==> src/rtl/bcd_countdown_timer.sv <==
// BCD MM:SS countdown timer with load/start/stop control and a one-second prescaler.
// Optional feature macro COUNTDOWN_AUTO_RELOAD_EN: reload from the shadow register at 00:00 and keep running.
module bcd_countdown_timer #(
  parameter int TICK_DIV = 100000000
) (
  input  logic        clk,
  input  logic        reset,
  input  logic [15:0] preset,
  input  logic        load,
  input  logic        start,
  input  logic        stop,
  output logic [3:0]  min_tens,
  output logic [3:0]  min_ones,
  output logic [3:0]  sec_tens,
  output logic [3:0]  sec_ones,
  output logic        running,
  output logic        done,
  output logic        expired
);

  localparam int PW = $clog2(TICK_DIV);
  localparam logic [PW-1:0] PRESC_MAX = PW'(TICK_DIV - 1);

  localparam logic [1:0] ST_IDLE    = 2'd0;
  localparam logic [1:0] ST_RUN     = 2'd1;
  localparam logic [1:0] ST_PAUSE   = 2'd2;
  localparam logic [1:0] ST_EXPIRED = 2'd3;

  logic [1:0]    state_q, state_d;
  logic [PW-1:0] presc_q, presc_d;
  logic [15:0]   count_q, count_d;
  logic          done_q, done_d;
  logic [15:0]   preset_clamped;
  logic [15:0]   count_dec;

  // Digit 1 (sec_tens) saturates at 5, all others at 9.
  genvar gi;
  generate
    for (gi = 0; gi < 4; gi++) begin : g_clamp
      localparam logic [3:0] LIM = (gi == 1) ? 4'd5 : 4'd9;
      assign preset_clamped[gi*4 +: 4] = (preset[gi*4 +: 4] > LIM) ? LIM : preset[gi*4 +: 4];
    end
  endgenerate

  // One-second decrement with borrow; never evaluated at 00:00 while running.
  always_comb begin
    count_dec = count_q;
    if (count_q[3:0] != 4'd0) begin
      count_dec[3:0] = count_q[3:0] - 4'd1;
    end else begin
      count_dec[3:0] = 4'd9;
      if (count_q[7:4] != 4'd0) begin
        count_dec[7:4] = count_q[7:4] - 4'd1;
      end else begin
        count_dec[7:4] = 4'd5;
        if (count_q[11:8] != 4'd0) begin
          count_dec[11:8] = count_q[11:8] - 4'd1;
        end else begin
          count_dec[11:8]  = 4'd9;
          count_dec[15:12] = count_q[15:12] - 4'd1;
        end
      end
    end
  end

`ifdef COUNTDOWN_AUTO_RELOAD_EN
  logic [15:0] shadow_q;

  always_ff @(posedge clk or negedge reset) begin
    if (!reset) begin
      shadow_q <= 16'h0000;
    end else if (load) begin
      shadow_q <= preset_clamped;
    end
  end
`endif

  always_comb begin
    state_d = state_q;
    presc_d = presc_q;
    count_d = count_q;
    done_d  = 1'b0;
    if (load) begin
      count_d = preset_clamped;
      presc_d = '0;
      state_d = ST_IDLE;
    end else if (stop) begin
      if (state_q == ST_RUN) state_d = ST_PAUSE;
    end else if (start) begin
      if ((state_q == ST_IDLE || state_q == ST_PAUSE) && count_q != 16'h0000) state_d = ST_RUN;
    end else if (state_q == ST_RUN) begin
      if (presc_q == PRESC_MAX) begin
        presc_d = '0;
        count_d = count_dec;
        if (count_dec == 16'h0000) begin
          done_d = 1'b1;
`ifdef COUNTDOWN_AUTO_RELOAD_EN
          count_d = shadow_q;
`else
          state_d = ST_EXPIRED;
`endif
        end
      end else begin
        presc_d = presc_q + PW'(1);
      end
    end
  end

  always_ff @(posedge clk or negedge reset) begin
    if (!reset) begin
      state_q <= ST_IDLE;
      presc_q <= '0;
      count_q <= 16'h0000;
      done_q  <= 1'b0;
    end else begin
      state_q <= state_d;
      presc_q <= presc_d;
      count_q <= count_d;
      done_q  <= done_d;
    end
  end

  assign {min_tens, min_ones, sec_tens, sec_ones} = count_q;
  assign running = (state_q == ST_RUN);
  assign expired = (state_q == ST_EXPIRED);
  assign done    = done_q;

endmodule

==> config.mk <==
export PLATFORM = sky130hd
export DESIGN_NAME = bcd_countdown_timer
export DESIGN_NICKNAME = d
export VERILOG_FILES = /design/src/rtl/bcd_countdown_timer.sv
export SDC_FILE = /design/constraint.sdc
export NUM_CORES = 1
export LEC_CHECK = 0
export ABC_AREA = 1
export ABC_CLOCK_PERIOD_IN_PS = 2200
export CORE_MARGIN = 2
export CORE_UTILIZATION = 55
export DETAILED_ROUTE_END_ITERATION = 8
export GPL_TIMING_DRIVEN = 0
export PLACE_DENSITY = 0.79
export SLEW_MARGIN = 20
export SYNTH_ARGS = -nofsm -noshare
export SYNTH_HDL_FRONTEND = slang
export SYNTH_SLANG_ARGS = --single-unit
==> constraint.sdc <==
create_clock -name clk -period 2.2 [get_ports clk]
set_clock_uncertainty 0.05 [all_clocks]
set_input_delay 0.66 -clock clk [delete_from_list [all_inputs] [get_ports clk]]
set_output_delay 0.66 -clock clk [all_outputs]
set_load 0.02 [all_outputs]
==> results of run 1 <==
worst max-delay path by stage:
| stage | from | depth (start not counted) | endpoint | slack, ns |
|---|---|---|---|---|
| after floorplan | load | 7 | presc_q[17] | 0.42 |
| after global placement | reset | 1 | presc_q[2] | -0.91 |
| after detailed placement | load | 8 | presc_q[17] | -0.50 |
| after CTS | count_q[0] | 1 | sec_ones[0] | 0.04 |
| after global routing | start | 9 | presc_q[17] | -0.01 |
| final | count_q[10] | 1 | min_ones[2] | 0.08 |
timing repair:
action	4_1_cts	5_1_grt
setup endpoints to repair	19	22
resized for setup	3	16
gates cloned	0	0
setup buffers	0	2
pin swaps	0	1
report_power, final:
group,internal (mW),total [mW],switching (mW)
logic,0.300,0.757,0.457
clock network,0.335,0.637,0.302
registers,0.904,0.995,0.0909
total,1.54,2.39,0.850
cell type report:
class                      instances  area (sq um)
buffer                            10          65.1
fill                             487          1710
tap                               72          90.1
timing repair buffer              42           432
sequential                        46          1150
multi-input combinational        330          1730
clock buffer                       5          68.8
clock inverter                     3          40.0
inverter                          57           219
flip-flops by register name, indices dropped and copies added (netlist names):
signal,flops
state_q,2
done,1
count_q,16
presc_q,27
Yosys cell counts (all sizes together), types with 4 or more instances:
library cell	count
nand2	107
nor2	64
inv	55
dfrtp	46
o21ai	36
nand3	26
nor3	19
a21oi	18
nand4	17
xor2	10
nor4	6
a22oi	5
buf	5
clkbuf	5
nand3b	4
o21a	4
cell families (layout without fill, tap and decap cells):
| family | after synthesis | after routing |
|---|---|---|
| simple gates | 244 | 244 |
| fa+ha+maj | 3 | 3 |
| compound gates | 72 | 72 |
| flops | 46 | 46 |
| xor+xnor | 11 | 11 |
| buf+inv | 67 | 117 |
metrics by stage:
step | instance area, sq um | power (mW) | worst slack (ns)
5_1_grt | 3790 | 2.51 | -0.0111
3_5_place_dp | 3630 | 1.76 | -0.497
4_1_cts | 3740 | 2.39 | 0.0401
6_report | 3790 | 2.39 | 0.0779
3_3_place_gp | 3610 | 1.73 | -0.907
2_1_floorplan | 3130 | 1.47 | 0.415
routing by layer:
metal	share of wire [%]	up-vias	track usage, %
met5	0	-	0
met4	1.0	0	7.24
met3	7.2	9	3.05
met2	46	134	43.6
met1	46	1486	40.5
li1	-	1568	-
==> results.py, run 1 <==
metrics = {
    "outcome": {
        "result_of_the_run": "completed",
    },
    "die": {
        "coreArea_sq_um": 5510,
        "io-pin-count": 40,
        "area_of_the_die_sq_um": 6300,
        "floorplan.die.width_um": 79.4,
        "initial_utilization_pct": 56.8,
        "dieHeight_um": 79.4,
        "floorplan.rows": 27,
    },
    "logic_synthesis": {
        "area_share_of_xor_xnor_cells_in_the_synthesized_design_pct": 3.08,
        "postSynthRegisterBits": 46,
        "post_synthesis_simple_gate_area_fraction_pct": 37.3,
        "postSynthCellCount": 443,
        "dominant_combinational_cell_family_by_area_after_synthesis": "simple AND/OR/NAND/NOR gates",
        "yosys.cell_types.count": 37,
        "ys_async_sr_fraction_pct": 100,
        "syn_avg_cell_area_sq_um": 7.06,
        "synth_mux_area_share_pct": 0,
        "ys.flop_type": "sky130_fd_sc_hd__dfrtp_1",
        "synth_top_area_share_pct": 36.8,
        "synth_edf_count": 0,
        "ys_warn_count": 0,
        "synth_sequential_area_ratio_pct": 36.8,
        "mappedNetlistArea_sq_um": 3130,
        "fraction_of_the_mapped_netlist_area_in_compound_gates_pct": 13.0,
        "synth_adder_area_share_pct": 1.20,
        "synth_top_cell_by_area": "sky130_fd_sc_hd__dfrtp_1",
        "ys_top_cells_by_area": "sky130_fd_sc_hd__dfrtp_1 (37%), sky130_fd_sc_hd__nand2_1 (11%), sky130_fd_sc_hd__nor2_1 (6.5%)",
        "mappedNetlistNets": 467,
    },
    "place": {
        "finalWeightedCongestion": 0.977,
        "port_buffers": 39,
        "dp.cells": 555,
        "dp_hpwl_um": 6130,
    },
    "timing": {
        "hold_slack_ns": 0.307,
        "relSlewSlack_pct": 59.8,
        "setup_viol": 0,
        "max_slew.worst_pin.slew_ns": 0.603,
        "slew_violations": 0,
        "final_count_of_hold_timing_violations": 0,
        "final_period_minus_worst_setup_slack_ns": 2.12,
        "grt_setup_unrepaired": "yes",
        "period_share_pct": 96.5,
        "maxClockFrequency_ghz": 0.471,
        "tns_ns": 0,
    },
    "worst_setup_path": {
        "crit_fanout": 7,
        "reg2reg_depth": 10,
        "worst_path_max_delay_cell": "sky130_fd_sc_hd__clkdlybuf4s50_1",
        "cp_slowest_stage_delay_ns": 0.65,
        "worst_setup_path_start_kind": "flip-flop",
        "cells_traversed_along_the_worst_timing_path": "clkdlybuf4s50_1",
        "required_ns": 1.49,
        "rr_endpoint": "count_q[7]",
        "worstReg2RegStart": "presc_q[0]",
        "slack_of_the_worst_reg_to_reg_path_ns": 0.14,
        "path_class": "flip-flop to primary output",
        "worstSetupEndpointType": "primary output",
        "critPathArrivalTime_ns": 1.41,
        "path_buf_inv": 1,
        "critPathTopFamily": "buffers and inverters",
    },
    "clocking": {
        "clock_tree_from_tritoncts": "built",
        "clock-root-buffer": "sky130_fd_sc_hd__clkbuf_8",
        "inserted_clock_buffers": 5,
        "clock_sinks": 46,
        "clk_path_buf_depth": 2,
        "maximum_level_of_the_cts_h_tree": 2,
        "clk_pin_slew_worst_paths_ns": 0.08,
        "cts_hold_buffers": 0,
        "worstSkewPairLatency_ns": 0.31,
    },
    "global_routing": {
        "grt_max_degree": 25,
        "grt_overflow": 0,
        "grt_pass1_vias": 2995,
        "grt_pass1_wl_um": 13800,
        "grt_use_total_pct": 27.6,
        "antenna_found_initial": 0,
    },
    "power_and_ir_drop": {
        "power.leakage_nw": 1.66,
        "p_per_area_nw_per_um2": 630,
        "ir_drop_v": 0.000415,
    },
    "layout": {
        "area_growth_syn_to_layout_pct": 21.3,
        "most_common_cell_after_layout_fill_and_taps_aside": "sky130_fd_sc_hd__nand2_1",
        "most_used_cells_in_the_layout_excluding_fill_and_tap_cells": "sky130_fd_sc_hd__nand2_1 (93), sky130_fd_sc_hd__nor2_1 (52), sky130_fd_sc_hd__inv_1 (49)",
        "num_antenna_cells": 0,
        "post-route-util_pct": 68.9,
        "instances_no_fill": 565,
        "post_route_cells_drive_above_1_share_pct": 11.8,
        "nets": 516,
    },
    "route": {
        "vias": 3197,
        "detail_route.iter0.violations": 389,
        "route.detailed.drc": 0,
        "ant_nets": 0,
        "routed_via_density": 5.66,
        "wl_per_cell_um": 14.5,
        "drt-pass1-iter-count": 5,
        "drt-total-wl_um": 8200,
    },
    "run": {
        "timing.max_cap.violations": 0,
    },
    "worst_hold_path": {
        "hold_class": "input pin to async pin",
    },
}
Power figures use the tool's default switching activity.
==> run 2: changes to the inputs <==
CTS_BUF_LIST = sky130_fd_sc_hd__clkbuf_16   (was not set)
DONT_BUFFER_PORTS = 1   (was not set)
PLACE_DENSITY = 0.7   (was 0.79)
SETUP_SLACK_MARGIN = 0.4   (was not set)
==> results.py, run 2 (same netlist as run 1, synthesis figures left out) <==
metrics = {
    "outcome": {
        "result_of_the_run": "completed",
    },
    "worst_setup_path": {
        "critPathArrivalTime_ns": 2.20,
        "crit_fanout": 6,
        "cp_slowest_stage_delay_ns": 0.43,
        "cells_traversed_along_the_worst_timing_path": "nand2_1 -> nor3_1 -> nand2_2 -> nor2_1 -> nand3b_1 -> nand2_4 -> nand2_8 -> clkinv_8 -> buf_8 -> o22ai_2",
        "required_ns": 2.30,
        "worst_path_max_delay_cell": "sky130_fd_sc_hd__dfrtp_1",
        "worstSetupEndpointType": "flip-flop",
        "path_class": "flip-flop to flip-flop",
        "worst_setup_path_start_kind": "flip-flop",
    },
    "clocking": {
        "inserted_clock_buffers": 5,
        "clk_path_buf_depth": 2,
        "maximum_level_of_the_cts_h_tree": 2,
        "clk_pin_slew_worst_paths_ns": 0.06,
        "clock_sinks": 46,
        "clock-root-buffer": "sky130_fd_sc_hd__clkbuf_16",
        "clock_tree_from_tritoncts": "built",
        "worstSkewPairLatency_ns": 0.28,
    },
    "worst_hold_path": {
        "hold_class": "input pin to async pin",
    },
    "die": {
        "io-pin-count": 40,
        "floorplan.rows": 27,
        "floorplan.die.width_um": 79.4,
        "coreArea_sq_um": 5510,
        "initial_utilization_pct": 56.8,
        "dieHeight_um": 79.4,
        "area_of_the_die_sq_um": 6300,
    },
    "timing": {
        "grt_setup_unrepaired": "yes",
        "maxClockFrequency_ghz": 0.478,
        "tns_ns": 0,
        "setup_viol": 0,
        "relSlewSlack_pct": 59.9,
        "hold_slack_ns": 0.0176,
        "slew_violations": 0,
        "final_count_of_hold_timing_violations": 0,
        "max_slew.worst_pin.slew_ns": 0.601,
        "postLayoutSetupSlackWorst_ns": 0.109,
        "period_share_pct": 95.1,
        "final_period_minus_worst_setup_slack_ns": 2.09,
    },
    "place": {
        "port_buffers": 0,
        "detailedPlace.worstSlack_ns": -0.00958,
        "finalWeightedCongestion": 0.929,
        "dp_hpwl_um": 5920,
    },
    "global_routing": {
        "grt_use_total_pct": 30.4,
        "grt_pass1_vias": 3182,
        "grt_pass1_wl_um": 15000,
        "grt_overflow": 0,
        "grt_max_degree": 47,
        "antenna_found_initial": 0,
    },
    "layout": {
        "area_growth_syn_to_layout_pct": 37.1,
        "largest_register_ffs": 27,
        "post_route_cells_drive_above_1_share_pct": 34.0,
        "biggestRegsByFlops": "presc_q: 27 flops, count_q: 16 flops, state_q: 2 flops",
        "nets": 524,
        "num_antenna_cells": 0,
        "regMostFlops": "presc_q",
        "most_common_cell_after_layout_fill_and_taps_aside": "sky130_fd_sc_hd__nand2_1",
        "most_used_cells_in_the_layout_excluding_fill_and_tap_cells": "sky130_fd_sc_hd__nand2_1 (72), sky130_fd_sc_hd__inv_1 (49), sky130_fd_sc_hd__nor2_1 (42)",
    },
    "power_and_ir_drop": {
        "power.leakage_nw": 1.84,
        "ir_drop_v": 0.000475,
        "p_per_area_nw_per_um2": 591,
    },
    "route": {
        "detail_route.iter0.violations": 347,
        "wl_per_cell_um": 17.7,
        "drt-total-wl_um": 10100,
        "drt-pass1-iter-count": 7,
        "vias": 3485,
        "route.detailed.drc": 0,
        "routed_via_density": 6.09,
        "ant_nets": 0,
    },
    "run": {
        "timing.max_cap.violations": 0,
    },
}
[run 2: per-layer routing]
layer	track usage (%)	part of all wire, %	wire [um]
met1	41.9	40	4000
met2	48.6	49	4960
met3	5.54	8.8	888
met4	9.66	2.5	251
met5	0	0	0
[run 2: timing repair]
item | 4_1_cts | 5_1_grt
hold endpoints to repair | 0 | 0
pin swaps | 19 | 22
hold buffers | 0 | 0
cloned | 4 | 1
buffers inserted | 25 | 20
endpoints found under the setup margin | 46 | 46
gates resized for setup | 67 | 74
[run 2: path summary, 6_finish.rpt]
kind                        startpoint           to  slack, ns  cells after the start
max                         presc_q[6]  count_q[11]       0.11                     10
min                              reset  count_q[14]       0.02                      0
max reg2reg                 presc_q[6]  count_q[11]       0.11                     10
min reg2reg                presc_q[23]  presc_q[23]       0.51                      2
max in group asynchronous        reset   count_q[4]       1.97                      0
min in group clk             preset[0]   count_q[0]       0.46                      2
[run 2: critical path, delay by kind of cell (launching register included)]
family	cells	cell delay, ns
and+or+nand+nor	7	1.15
DFF	1	0.43
buffers and inverters	2	0.25
AOI/OAI and AO/OA	1	0.07
[run 2: power breakdown]
group | total [mW] | internal [mW] | switching, mW | leakage, nW
Sequential | 1.09 | 0.910 | 0.177 | 0.607
Clock | 0.709 | 0.407 | 0.302 | 0.0723
Combinational | 0.739 | 0.312 | 0.427 | 1.16
Total | 2.54 | 1.63 | 0.906 | 1.84
[run 2: per-stage QoR]
stage / area (sq um) / utilization [%] / total power [mW] / instances
floorplan: 3130 / - / 1.47 / 443
global placement: 3220 / 58.4 / 1.57 / 515
detailed placement: 3220 / 58.4 / 1.58 / 515
CTS: 3810 / 69.2 / 2.44 / 551
global route: 4290 / 77.9 / 2.65 / 572
finish: 4290 / 77.9 / 2.54 / 572
[run 2: final cells by class]
type,instances,area [sq um]
Timing Repair Buffer,49,489
Fill cell,375,1220
Multi-Input combinational cell,331,2080
Clock inverter,2,7.51
Inverter,57,245
Tap cell,72,90.1
Sequential cell,46,1160
Clock buffer,5,125
Buffer,10,86.3
